File: src/rtl/mdu_iter_if.sv
// mdu_iter_if: handshake/bus bundle for the iterative multiply/divide unit.
//   in_valid/in_ready  : operation offer / accept (funct3, rs1_data, rs2_data, rd_addr)
//   out_valid/out_ready: result offer / writeback slot (wen, waddr, wdata)
//   busy               : unit is working on or holding an operation
// master = operand-read/writeback side, slave = the unit itself.
interface mdu_iter_if #(
   parameter int DATA_WIDTH = 32,
   parameter int ADDR_WIDTH = 5
);
   logic                  in_valid;
   logic                  in_ready;
   logic [2:0]            funct3;
   logic [DATA_WIDTH-1:0] rs1_data;
   logic [DATA_WIDTH-1:0] rs2_data;
   logic [ADDR_WIDTH-1:0] rd_addr;
   logic                  out_valid;
   logic                  out_ready;
   logic                  wen;
   logic [ADDR_WIDTH-1:0] waddr;
   logic [DATA_WIDTH-1:0] wdata;
   logic                  busy;

   modport master (
      output in_valid, funct3, rs1_data, rs2_data, rd_addr, out_ready,
      input  in_ready, out_valid, wen, waddr, wdata, busy
   );

   modport slave (
      input  in_valid, funct3, rs1_data, rs2_data, rd_addr, out_ready,
      output in_ready, out_valid, wen, waddr, wdata, busy
   );
endinterface

File: src/rtl/mdu_iter.sv
// mdu_iter: iterative RV32M multiply/divide unit, one bit per cycle.
//   clk, rst : clock, asynchronous active-high reset
//   bus      : mdu_iter_if.slave (operand handshake in, register-write handshake out)
// Multiply is radix-2 shift-add on operand magnitudes, divide is restoring
// division on magnitudes; signs are fixed up in FIX. Divide-by-zero and
// signed overflow bypass the iteration and complete one cycle after accept.
//
// state | meaning
// IDLE  | waiting for an operation, in_ready high
// CALC  | one multiply/divide step per cycle, DATA_WIDTH steps
// FIX   | sign correction and result select into wdata
// DONE  | result held on wdata/waddr until out_ready
module mdu_iter #(
   parameter int DATA_WIDTH = 32,
   parameter int ADDR_WIDTH = 5
) (
   input logic      clk,
   input logic      rst,
   mdu_iter_if.slave bus
);
   localparam int W  = DATA_WIDTH;
   localparam int CW = $clog2(DATA_WIDTH);
   localparam logic [W-1:0]   ONE_W  = {{(W-1){1'b0}}, 1'b1};
   localparam logic [2*W-1:0] ONE_2W = {{(2*W-1){1'b0}}, 1'b1};
   localparam logic [W-1:0]   MIN_W  = {1'b1, {(W-1){1'b0}}};

   typedef enum logic [1:0] {IDLE, CALC, FIX, DONE} state_t;

   state_t        state;
   logic [CW-1:0] cnt;
   logic [2:0]    op;
   logic          neg_a, neg_b;
   // acc_hi: product high half / partial remainder
   // acc_lo: multiplier being shifted out / dividend shifting out, quotient shifting in
   logic [W-1:0]  acc_hi, acc_lo, opb;

   logic          in_sgn_a, in_sgn_b, in_neg_a, in_neg_b;
   logic [W-1:0]  abs_a, abs_b;
   logic          div_zero, div_ovf;
   logic [W-1:0]  special_res;

   logic [W:0]    mul_sum;
   logic [W:0]    div_shift, div_diff;
   logic          div_ok;

   logic [2*W-1:0] prod, prod_fix;
   logic [W-1:0]   quot_fix, rem_fix, result;

   always_comb begin
      in_sgn_a = (bus.funct3 == 3'b001) || (bus.funct3 == 3'b010) ||
                 (bus.funct3 == 3'b100) || (bus.funct3 == 3'b110);
      in_sgn_b = (bus.funct3 == 3'b001) || (bus.funct3 == 3'b100) ||
                 (bus.funct3 == 3'b110);
      in_neg_a = in_sgn_a & bus.rs1_data[W-1];
      in_neg_b = in_sgn_b & bus.rs2_data[W-1];
      abs_a    = in_neg_a ? (~bus.rs1_data + ONE_W) : bus.rs1_data;
      abs_b    = in_neg_b ? (~bus.rs2_data + ONE_W) : bus.rs2_data;

      div_zero = bus.funct3[2] & (bus.rs2_data == '0);
      // only DIV/REM (funct3[0] = 0) can overflow
      div_ovf  = bus.funct3[2] & ~bus.funct3[0] &
                 (bus.rs1_data == MIN_W) & (bus.rs2_data == '1);
      special_res = '0;
      if (div_zero)
         special_res = bus.funct3[1] ? bus.rs1_data : '1;
      else if (div_ovf)
         special_res = bus.funct3[1] ? '0 : bus.rs1_data;
   end

   always_comb begin
      mul_sum   = {1'b0, acc_hi} + ({1'b0, opb} & {(W+1){acc_lo[0]}});
      div_shift = {acc_hi, acc_lo[W-1]};
      div_diff  = div_shift - {1'b0, opb};
      // remainder < divisor keeps the difference within W+1 bits, so the top bit is the sign
      div_ok    = ~div_diff[W];
   end

   always_comb begin
      prod     = {acc_hi, acc_lo};
      prod_fix = (neg_a ^ neg_b) ? (~prod + ONE_2W) : prod;
      quot_fix = (neg_a ^ neg_b) ? (~acc_lo + ONE_W) : acc_lo;
      rem_fix  = neg_a ? (~acc_hi + ONE_W) : acc_hi;
      case (op)
         3'b000:                  result = prod_fix[W-1:0];
         3'b001, 3'b010, 3'b011:  result = prod_fix[2*W-1:W];
         3'b100, 3'b101:          result = quot_fix;
         default:                 result = rem_fix;
      endcase
   end

   always_ff @(posedge clk or posedge rst) begin
      if (rst) begin
         state         <= IDLE;
         cnt           <= '0;
         op            <= '0;
         neg_a         <= 1'b0;
         neg_b         <= 1'b0;
         acc_hi        <= '0;
         acc_lo        <= '0;
         opb           <= '0;
         bus.out_valid <= 1'b0;
         bus.wdata     <= '0;
         bus.waddr     <= '0;
      end else begin
         case (state)
            IDLE: begin
               if (bus.in_valid) begin
                  op        <= bus.funct3;
                  bus.waddr <= bus.rd_addr;
                  neg_a     <= in_neg_a;
                  neg_b     <= in_neg_b;
                  acc_hi    <= '0;
                  acc_lo    <= abs_a;
                  opb       <= abs_b;
                  cnt       <= CW'(W-1);
                  if (div_zero || div_ovf) begin
                     bus.wdata     <= special_res;
                     bus.out_valid <= 1'b1;
                     state         <= DONE;
                  end else begin
                     state <= CALC;
                  end
               end
            end
            CALC: begin
               if (op[2]) begin
                  acc_hi <= div_ok ? div_diff[W-1:0] : div_shift[W-1:0];
                  acc_lo <= {acc_lo[W-2:0], div_ok};
               end else begin
                  acc_hi <= mul_sum[W:1];
                  acc_lo <= {mul_sum[0], acc_lo[W-1:1]};
               end
               if (cnt == '0)
                  state <= FIX;
               else
                  cnt <= cnt - 1'b1;
            end
            FIX: begin
               bus.wdata     <= result;
               bus.out_valid <= 1'b1;
               state         <= DONE;
            end
            DONE: begin
               if (bus.out_ready) begin
                  bus.out_valid <= 1'b0;
                  state         <= IDLE;
               end
            end
            default: state <= IDLE;
         endcase
      end
   end

   assign bus.in_ready = (state == IDLE);
   assign bus.busy     = (state != IDLE);
   assign bus.wen      = bus.out_valid & bus.out_ready & (bus.waddr != '0);

endmodule

File: src/flat_wrapper.sv
// flat-port wrapper written by rule: the top's interface ports become plain ports
module mdu_iter_flat 
#(
   parameter int DATA_WIDTH = 32,
   parameter int ADDR_WIDTH = 5
)
  (clk, rst, bus_in_valid, bus_funct3, bus_rs1_data, bus_rs2_data, bus_rd_addr, bus_out_ready, bus_in_ready, bus_out_valid, bus_wen, bus_waddr, bus_wdata, bus_busy);
  mdu_iter_if #(.DATA_WIDTH(DATA_WIDTH), .ADDR_WIDTH(ADDR_WIDTH)) bus_i ();
  input logic clk;
  input logic rst;
  input wire logic [$bits(bus_i.in_valid)-1:0] bus_in_valid;
  input wire logic [$bits(bus_i.funct3)-1:0] bus_funct3;
  input wire logic [$bits(bus_i.rs1_data)-1:0] bus_rs1_data;
  input wire logic [$bits(bus_i.rs2_data)-1:0] bus_rs2_data;
  input wire logic [$bits(bus_i.rd_addr)-1:0] bus_rd_addr;
  input wire logic [$bits(bus_i.out_ready)-1:0] bus_out_ready;
  output wire logic [$bits(bus_i.in_ready)-1:0] bus_in_ready;
  output wire logic [$bits(bus_i.out_valid)-1:0] bus_out_valid;
  output wire logic [$bits(bus_i.wen)-1:0] bus_wen;
  output wire logic [$bits(bus_i.waddr)-1:0] bus_waddr;
  output wire logic [$bits(bus_i.wdata)-1:0] bus_wdata;
  output wire logic [$bits(bus_i.busy)-1:0] bus_busy;
  assign bus_i.in_valid = bus_in_valid;
  assign bus_i.funct3 = bus_funct3;
  assign bus_i.rs1_data = bus_rs1_data;
  assign bus_i.rs2_data = bus_rs2_data;
  assign bus_i.rd_addr = bus_rd_addr;
  assign bus_i.out_ready = bus_out_ready;
  assign bus_in_ready = bus_i.in_ready;
  assign bus_out_valid = bus_i.out_valid;
  assign bus_wen = bus_i.wen;
  assign bus_waddr = bus_i.waddr;
  assign bus_wdata = bus_i.wdata;
  assign bus_busy = bus_i.busy;
  mdu_iter #(.DATA_WIDTH(DATA_WIDTH), .ADDR_WIDTH(ADDR_WIDTH)) u_core (.clk(clk), .rst(rst), .bus(bus_i));
endmodule
File: config.mk
export PLATFORM = sky130hd
export DESIGN_NAME = mdu_iter_flat
export DESIGN_NICKNAME = d
export VERILOG_FILES = /design/src/rtl/mdu_iter_if.sv /design/src/rtl/mdu_iter.sv /design/src/flat_wrapper.sv
export SDC_FILE = /design/constraint.sdc
export NUM_CORES = 1
export LEC_CHECK = 0
export ABC_AREA = 1
export BUFFER_PORTS_ARGS = -buffer_cell sky130_fd_sc_hd__buf_2
export CORE_ASPECT_RATIO = 1.2
export CORE_MARGIN = 2
export CORE_UTILIZATION = 55
export CTS_CLUSTER_DIAMETER = 80
export DETAILED_ROUTE_END_ITERATION = 12
export GPL_ROUTABILITY_DRIVEN = 0
export PLACE_DENSITY = 0.72
export SLEW_MARGIN = 20
export SYNTH_ARGS = -nofsm -noshare
export SYNTH_HDL_FRONTEND = slang
export SYNTH_SLANG_ARGS = --single-unit
File: constraint.sdc
create_clock -name clk -period 5.1 [get_ports clk]
set_input_delay 0.51 -clock clk [delete_from_list [all_inputs] [get_ports clk]]
set_output_delay 0.51 -clock clk [all_outputs]
set_load 0.05 [all_outputs]
==> results by stage, run 1 <==
Synth:
- Summing every instance area after synthesis gives 17880 sq um.
- Synthesis handed over a netlist of 3176 instances.
- The share of synthesized registers carrying an async set or reset is 100.0%.
- The top cell type by area accounts for 22.41% of the synthesized area.
- For this run, the number of Yosys warnings is 0.
- Counting every net in the synthesized netlist gives 3329.
- The mean instance size in the synthesized netlist is 5.631 sq um.
- The number of enable-type register cells in the synthesized netlist is 0.
- The count of different cell masters after synthesis is 54.
- The cell taking the most area after synthesis is sky130_fd_sc_hd__nand2_1.
- By area the synthesized netlist is led by sky130_fd_sc_hd__nand2_1 22%, sky130_fd_sc_hd__dfrtp_1 20%, sky130_fd_sc_hd__nand3_1 9.9%.
- The post-synthesis sequential area ratio is 20.43%.
- In the synthesized netlist the dominant register cell turns out to be sky130_fd_sc_hd__dfrtp_1.
- The number of flip-flops and latches in the synthesized netlist is 146.

Pwr:
- For this design the static power due to leakage is 10.17 nW.
- Across the VDD grid, the largest voltage drop is 0.5237 mV.
- For this design the ratio of total power to cell area is 779.0 nW/um^2.
- The design draws 14.96 mW.

Floorplan:
- In this run the count of I/O pins placed on the die edge is 117.
- For this configuration, the core starts out at a cell density of 55.61%.
- The number of rows in the core area is 72.
- The area enclosed by the die boundary is 33980 sq um.
- The core region is 32160 sq um.
- In this run the vertical extent of the chip is 201.5 um.
- In this run the horizontal extent of the chip is 168.6 um.

Setup path:
- Measured in cells, the most critical reg-to-reg path has a length of 11.
- STA classifies the critical path endpoint as a flip-flop.
- The slack of the worst reg-to-reg path is 1760 ps.
- The startpoint type of the worst setup path is a primary input.
- The number of buffers and inverters on the critical path is 3.
- The worst reg2reg path endpoint is u_core.bus.wdata[14]$_DFFE_PP0P_.
- The kind of cell adding the most delay to the critical path is buffers and inverters.
- In this design, the stage delay of the slowest critical-path cell is 1000 ps.
- The critical path goes through buf_2 > inv_1 > nand3_1 > nand3_1 > clkinv_1 > o21ai_0 > o21ai_0 > nand2_1 > nand3_1 > a31oi_1.
- Among the stages of the critical path, the cell type that occurs most often is sky130_fd_sc_hd__nand3_1.
- The largest individual stage delay along the critical path comes from the cell sky130_fd_sc_hd__clkinv_1.
- The data required time at the worst endpoint is 5480 ps.
- The critical path is of the primary input to flip-flop type.
- The arrival time at the worst endpoint is 3940 ps.
- In this run the critical register-to-register path is launched from u_core.op[2]$_DFFE_PP0P_.
- The worst-path maximum fanout is 35.

Drt:
- The final route contains 21.95k vias.
- After the first detailed-routing iteration, the DRC count stood at 2655.
- The first detailed-routing pass took 9 iterations.
- Dividing the detail-routed wire length by the instance count gives 19.87 um.
- After detailed routing, the number of remaining DRC violations is 0.
- The via count normalized by instance count is 6.027.
- The detail route stage leaves a number of antenna-violating nets equal to 0.
- The total wire length after detailed routing is 72360 um.

Clock tree:
- Clock tree synthesis inserted a total of 17 buffers.
- The CTS H-tree depth is 4.
- At the later pin of the worst-skew pair, clock insertion delay measures 460 ps.
- The quantity of gates resized following cts is 0.
- The buffers inserted during post-CTS setup optimization is 0.
- After clock tree synthesis, the flow added hold-fix buffers numbering 0.
- After clock tree synthesis, the clock-pin slew on the worst setup and hold paths is 80 ps.
- The TritonCTS clock tree is yes.
- The clock drives 146 sinks.
- The clock root buffer is sky130_fd_sc_hd__clkbuf_16.
- No sink is reached through more buffers than the 2 on the longest clock path.

GRT:
- Entering global routing, the biggest net connects 74 pins.
- Global routing consumed, over all layers together, 42.24% of the routing resources.
- The sum of overflow across all layers after global routing is 0.
- The first global-routing pass estimated 111200 um of wire.
- The initial antenna violation count came to 2.
- The via count of the first global-routing pass was 20.48k.

Timing:
- The clock arrives with 16.57 ps of skew.
- The period utilization is 69.76%.
- The final setup violation count is 0.
- Summed over all failing endpoints, the final setup total negative slack is 0 ps.
- Setup repair after global routing left no endpoint under its margin.
- The highest clock rate is 281.1 MHz.
- The count of final hold-check violations was 0.
- The count of pins over their slew limit is 0.
- After layout, the minimum clock period comes to 3558 ps.
- The slew at the pin closest to its max-slew limit is 1121 ps.
- The worst pin sits at a relative slew slack of 24.57%.

Layout:
- The net count of the finished layout is 3374.
- The commonest non-fill, non-tap cell in the layout is sky130_fd_sc_hd__nand2_1.
- The post-synthesis to final-layout area growth is 7.353%.
- In the layout the commonest cells are 1066 x sky130_fd_sc_hd__nand2_1, 401 x sky130_fd_sc_hd__inv_1, 356 x sky130_fd_sc_hd__nor2_1, 355 x sky130_fd_sc_hd__nand3_1, 162 x sky130_fd_sc_hd__o21ai_0.
- The share of post-route cells with drive strength above 1 is 7.730%.

Place:
- The number of port buffers is 116.
- The half-perimeter wire length of the detailed placement result is 54830 um.

Outcome:
- The flow ran to the end, and the final reports show no timing, DRC or antenna violations.

Job:
- Max-cap violations in this run came to 0.

Worst hold path:
- The worst hold path belongs to the class primary input to asynchronous set/reset pin.
-- power by group --
group	switching [mW]	internal, mW
Clock	0.614	0.740
Combinational	7.59	3.18
Sequential	1.16	1.68
Total	9.36	5.60
-- logic make-up after synthesis --
logic type | synth area share [%]
flip-flops | 20.43
XOR/XNOR | 2.595
AO/OA/AOI/OAI | 13.59
adder cells (fa/ha/maj) | 5.471
buffers and inverters | 11.64
AND/OR/NAND/NOR | 46.28
-- sequential cells by signal, summed over array words and instances (netlist names) --
| register | cells |
|---|---|
| u_core.bus.wdata | 32 |
| u_core.bus.out_valid | 1 |
| u_core.neg_a | 1 |
| u_core.cnt | 5 |
| u_core.bus.waddr | 5 |
| u_core.op | 3 |
| u_core.state | 2 |
| u_core.acc_lo | 32 |
| u_core.opb | 32 |
| u_core.acc_hi | 32 |
| u_core.neg_b | 1 |
-- layout make-up --
class	instances	area, sq um
clock buffer	18	429.2
antenna	1	2.502
sequential	146	3656
inverter	416	1567
fill	3272	12960
timing repair buffer	132	700.7
tap	407	509.2
multi-input combinational	2508	12170
clock inverter	14	166.4
-- metrics by stage --
step / hold WS, ps / instances / setup slack, ps / instance area [sq um] / util (%)
6_report: 58.21 / 3642 / 1542 / 19200 / 59.70
2_1_floorplan: 470.5 / 3176 / 667.0 / 17880 / -
4_1_cts: 78.10 / 3641 / 1632 / 19200 / 59.69
3_3_place_gp: 459.0 / 3609 / 1315 / 18600 / 57.84
5_1_grt: 108.1 / 3641 / 1142 / 19200 / 59.69
3_5_place_dp: 464.9 / 3609 / 1207 / 18600 / 57.84
-- cells in the mapped netlist, types with 6 or more instances --
cell type,instances
sky130_fd_sc_hd__xnor2_1,18
sky130_fd_sc_hd__inv_2,10
sky130_fd_sc_hd__or2_2,9
sky130_fd_sc_hd__nor2_1,359
sky130_fd_sc_hd__inv_1,402
sky130_fd_sc_hd__buf_6,9
sky130_fd_sc_hd__o211ai_1,35
sky130_fd_sc_hd__nor4_1,12
sky130_fd_sc_hd__nor3_1,24
sky130_fd_sc_hd__nand4_1,36
sky130_fd_sc_hd__nor2_2,13
sky130_fd_sc_hd__ha_1,75
sky130_fd_sc_hd__nand2_2,14
sky130_fd_sc_hd__a21oi_1,140
sky130_fd_sc_hd__clkbuf_1,53
sky130_fd_sc_hd__a31oi_1,26
sky130_fd_sc_hd__buf_4,6
sky130_fd_sc_hd__nand3b_1,19
sky130_fd_sc_hd__nor2_4,9
sky130_fd_sc_hd__nand3_2,7
sky130_fd_sc_hd__buf_1,12
sky130_fd_sc_hd__o21ai_1,23
sky130_fd_sc_hd__o21bai_1,9
sky130_fd_sc_hd__dfrtp_1,146
sky130_fd_sc_hd__nand2_1,1068
sky130_fd_sc_hd__xor2_1,35
sky130_fd_sc_hd__nand3_1,355
sky130_fd_sc_hd__o21ai_0,163
sky130_fd_sc_hd__a22oi_1,11
sky130_fd_sc_hd__buf_2,26
-- layer usage --
| layer | global-route usage (%) | vias to the layer above | wire length (um) |
|---|---|---|---|
| met5 | 0 | - | 29 |
| met4 | 41.35 | 4 | 8887 |
| met3 | 8.930 | 497 | 6526 |
| met2 | 66.56 | 1289 | 31730 |
| met1 | 46.65 | 9867 | 25190 |
| li1 | - | 10293 | - |
-- how the worst max path moves through the flow --
stage | slack (ps) | startpoint | cells past startpoint | end
after global placement | 1310 | bus_funct3[1] | 10 | u_core.acc_lo[30]$_DFFE_PP0P_
after floorplan | 670 | rst | 1 | u_core.acc_hi[0]$_DFFE_PP0P_
after CTS | 1630 | bus_funct3[1] | 10 | u_core.acc_lo[30]$_DFFE_PP0P_
final | 1540 | bus_funct3[1] | 10 | u_core.acc_lo[30]$_DFFE_PP0P_
after global routing | 1140 | bus_funct3[1] | 10 | u_core.acc_lo[30]$_DFFE_PP0P_
after detailed placement | 1210 | bus_funct3[1] | 10 | u_core.acc_lo[30]$_DFFE_PP0P_
-- worst reg2reg max path, cell delays in order (launching register included) --
cell and delay, ps:
sky130_fd_sc_hd__dfrtp_2 720, sky130_fd_sc_hd__inv_1 140, sky130_fd_sc_hd__buf_4 330, sky130_fd_sc_hd__nor2_2 510
sky130_fd_sc_hd__buf_4 390, sky130_fd_sc_hd__inv_1 220, sky130_fd_sc_hd__o21ai_0 190, sky130_fd_sc_hd__inv_1 50
sky130_fd_sc_hd__nand2_1 400, sky130_fd_sc_hd__nand2_1 130, sky130_fd_sc_hd__nand2_1 90, sky130_fd_sc_hd__nand2_1 60
No activity file was read; power rests on OpenSTA's default activity.
==> inputs of run 2 (changes only) <==
==> constraint.sdc (replaced) <==
create_clock -name clk -period 3.5 [get_ports clk]
set_input_delay 0.35 -clock clk [delete_from_list [all_inputs] [get_ports clk]]
set_output_delay 0.35 -clock clk [all_outputs]
set_load 0.05 [all_outputs]
==> run 2 against run 1 <==
Against the previous run: sequential power is 38% higher; clock skew is 1.0 ps lower; setup slack worse by 1200 ps; global-route usage is 0.60 points lower; worst hold slack worse by 27 ps; final cell count is 0.71% higher; core utilization is 0.65 points higher; critical endpoint is now u_core.bus.wdata[30]$_DFFE_PP0P_; clock power is 39% higher; largest power group unchanged.
==> results by stage, run 2 (synthesis results as in run 1) <==
Clock tree:
- The quantity of gates resized following cts was 0 (unchanged).
- The clock-pin slew on the worst setup and hold paths is 60 ps (-20 ps).
- The TritonCTS clock tree is yes.
- The total clock buffers created by CTS is 17 (unchanged).
- The clock root buffer is sky130_fd_sc_hd__clkbuf_16.
- The worst-case clock buffer depth came to 2 (unchanged).
- The CTS H-tree depth is 4 (unchanged).
- The count of hold-fix buffers inserted at cts came to 0 (unchanged).
- The buffers inserted during post-CTS setup optimization is 0 (unchanged).
- The latest clock arrival within the worst-skew pair was 450 ps (about the same).
- The number of clock sinks seen by CTS is 146 (unchanged).

Drt:
- The iteration count of the initial detailed-routing pass is 7 (-2).
- The detailed-route DRC error count is 0 (unchanged).
- The total wire length after detailed routing is 72090 um (-0.37%).
- The number of vias in the routed layout was 22.07k (+0.54%).
- The via count normalized by instance count was 6.016 (-0.18%).
- The count of antenna-violating nets left after detailed routing was 0 (unchanged).
- The initial DRC count is 2614 (-1.5%).
- The average wire per standard cell was 19.65 um (-1.1%).

Floorplan:
- The standard cell core area is 32160 sq um (unchanged).
- The area enclosed by the die boundary is 33980 sq um (unchanged).
- The die outline width came to 168.6 um (unchanged).
- The height of the die is 201.5 um (unchanged).
- The starting utilization of the core area is 55.61% (unchanged).
- The number of rows in the core area is 72 (unchanged).
- The I/O pin count is 117 (unchanged).

Timing:
- The count of pins over their slew limit is 0 (unchanged).
- The count of final hold-check violations is 0 (unchanged).
- The slew at the pin closest to its max-slew limit is 980.1 ps (-141.1 ps).
- The final setup violation count is 0 (unchanged).
- The remaining max-slew budget at the tightest pin is 34.42% (+9.9 points).
- The post-layout minimum cycle time is 3175 ps.
- Dividing the final minimum period by the clock period gives 90.72%.
- The highest clock rate is 315.0 MHz.
- The setup TNS is 0 ps (unchanged).
- The final worst clock skew came to 15.56 ps (-1.004 ps).
- Setup repair after global routing left no endpoint under its margin.

Layout:
- The number of antenna cells inserted came to 0 (-1).
- The library cells used most frequently in the layout, excluding fill and tap cells, are 1066 x sky130_fd_sc_hd__nand2_1, 401 x sky130_fd_sc_hd__inv_1, 356 x sky130_fd_sc_hd__nor2_1, 355 x sky130_fd_sc_hd__nand3_1, 163 x sky130_fd_sc_hd__o21ai_0.
- The net count of the finished layout is 3401 (+0.80%).
- The post-layout instance count excluding filler cells came to 3668 (+0.71%).
- The share of post-route cells with drive strength above 1 is 8.402% (+0.67 points).
- Leaving out fill and tap cells, the most frequent cell in the layout is sky130_fd_sc_hd__nand2_1.
- The post-synthesis to final-layout area growth is 8.528%.

Place:
- The half-perimeter wire length of the detailed placement result was 55340 um (+0.93%).
- The number of port buffers is 116 (unchanged).
- The placed cell count was 3636 (+0.75%).

Pwr:
- The leakage power total is 10.30 nW (+1.3%).
- The total power divided by cell area is 1130 nW/um^2 (+45%).
- The worst supply voltage drop on vdd is 0.7338 mV (+40%).

Setup path:
- The worst-path maximum fanout is 4 (-89%).
- The path type of the worst setup path is flip-flop to flip-flop.
- The arrival time at the worst endpoint is 3500 ps (-440 ps).
- The critical path starts at u_core.acc_lo[26]$_DFFE_PP0P_.
- The beginning of the worst register-to-register path is u_core.acc_lo[26]$_DFFE_PP0P_.
- The startpoint type of the worst setup path is a flip-flop.
- The data required time at the worst endpoint is 3830 ps (-1650 ps).
- The kind of end point of the critical path is a flip-flop.

GRT:
- The via count of the first global-routing pass was 20.43k (-0.22%).
- The sum of overflow across all layers after global routing was 0 (unchanged).
- The pin count of the biggest net entering global routing is 51 (-31%).
- The global-route wire length before repair was 109600 um (-1.4%).
- The initial antenna violation count is 3 (+1).
- The combined global-route utilization of all metal layers is 41.64% (-0.60 points).

Job:
- The number of maximum-capacitance violations is 0 (unchanged).

Outcome:
- The run finished with clean final reports.

Worst hold path:
- The type of the tightest min-delay check is primary input to asynchronous set/reset pin.
==> run 2: cell count changes in the layout (fill, tap and decap cells not counted), moves of 2 or more <==
cell / delta
sky130_fd_sc_hd__buf_12: +2
sky130_fd_sc_hd__inv_8: -4
sky130_fd_sc_hd__clkinv_4: +2
sky130_fd_sc_hd__clkbuf_8: +3
sky130_fd_sc_hd__inv_6: -6
sky130_fd_sc_hd__clkbuf_1: +2
sky130_fd_sc_hd__buf_4: +25
sky130_fd_sc_hd__clkinv_2: +2
==> run 2: where the power goes <==
part | switching (mW) | leakage, nW | internal (mW) | total, mW
registers | 1.45 | 1.80 | 2.46 | 3.91
logic | 11.4 | 8.21 | 4.79 | 16.1
clock network | 0.776 | 0.287 | 1.10 | 1.88
==> run 2: layout make-up <==
class / count / area (sq um)
Tap cell: 407 / 509.2
Clock inverter: 9 / 105.1
Inverter: 416 / 1565
Clock buffer: 23 / 478.0
Multi-Input combinational cell: 2508 / 12170
Timing Repair Buffer: 159 / 928.4
Sequential cell: 146 / 3655
Fill cell: 3316 / 12750
==> run 2: critical path: stages (launching register included) <==
cell and delay, ps:
sky130_fd_sc_hd__dfrtp_1 450, sky130_fd_sc_hd__nor2_1 770, sky130_fd_sc_hd__nand2_1 210, sky130_fd_sc_hd__nor2_1 230, sky130_fd_sc_hd__nand2_1 100, sky130_fd_sc_hd__nor2_1 290
sky130_fd_sc_hd__xor2_1 180, sky130_fd_sc_hd__nand2_1 60, sky130_fd_sc_hd__o211ai_1 100, sky130_fd_sc_hd__nand3_1 370, sky130_fd_sc_hd__nand3_1 240, sky130_fd_sc_hd__nand2_1 80
==> run 2: worst paths after layout <==
kind / slack (ps) / end / cells past startpoint
setup / recovery: 320 / u_core.bus.wdata[30]$_DFFE_PP0P_ / 11
hold / removal: 30 / u_core.acc_lo[5]$_DFFE_PP0P_ / 2
setup reg to reg: 320 / u_core.bus.wdata[30]$_DFFE_PP0P_ / 11
hold reg to reg: 470 / u_core.bus.wdata[2]$_DFFE_PP0P_ / 2
max in group asynchronous: 2710 / u_core.bus.waddr[4]$_DFFE_PP0P_ / 3
min in group clk: 100 / u_core.bus.waddr[0]$_DFFE_PP0P_ / 3
==> run 2: stage by stage <==
step / cell area [sq um] / hold slack [ps] / power, mW / utilization (%) / setup WS, ps
finish: 19410 / 31.23 / 21.93 / 60.35 / 324.9
global route: 19410 / 69.09 / 23.54 / 60.35 / 186.1
CTS: 19410 / 41.14 / 21.21 / 60.35 / 581.8
detailed placement: 18830 / 463.4 / 19.26 / 58.54 / 605.7
global placement: 18830 / 460.4 / 18.97 / 58.54 / 654.1
floorplan: 17890 / 459.6 / 14.67 / - / 796.9
==> run 2: layer usage <==
layer | track usage (%) | share of wire (%) | vias up | routed length (um)
met5 | 0 | 0.054 | - | 39
met4 | 38.05 | 11 | 6 | 8101
li1 | - | - | 10363 | -
met3 | 8.517 | 9.2 | 435 | 6610
met1 | 45.96 | 35 | 10002 | 24890
met2 | 67.18 | 45 | 1262 | 32450
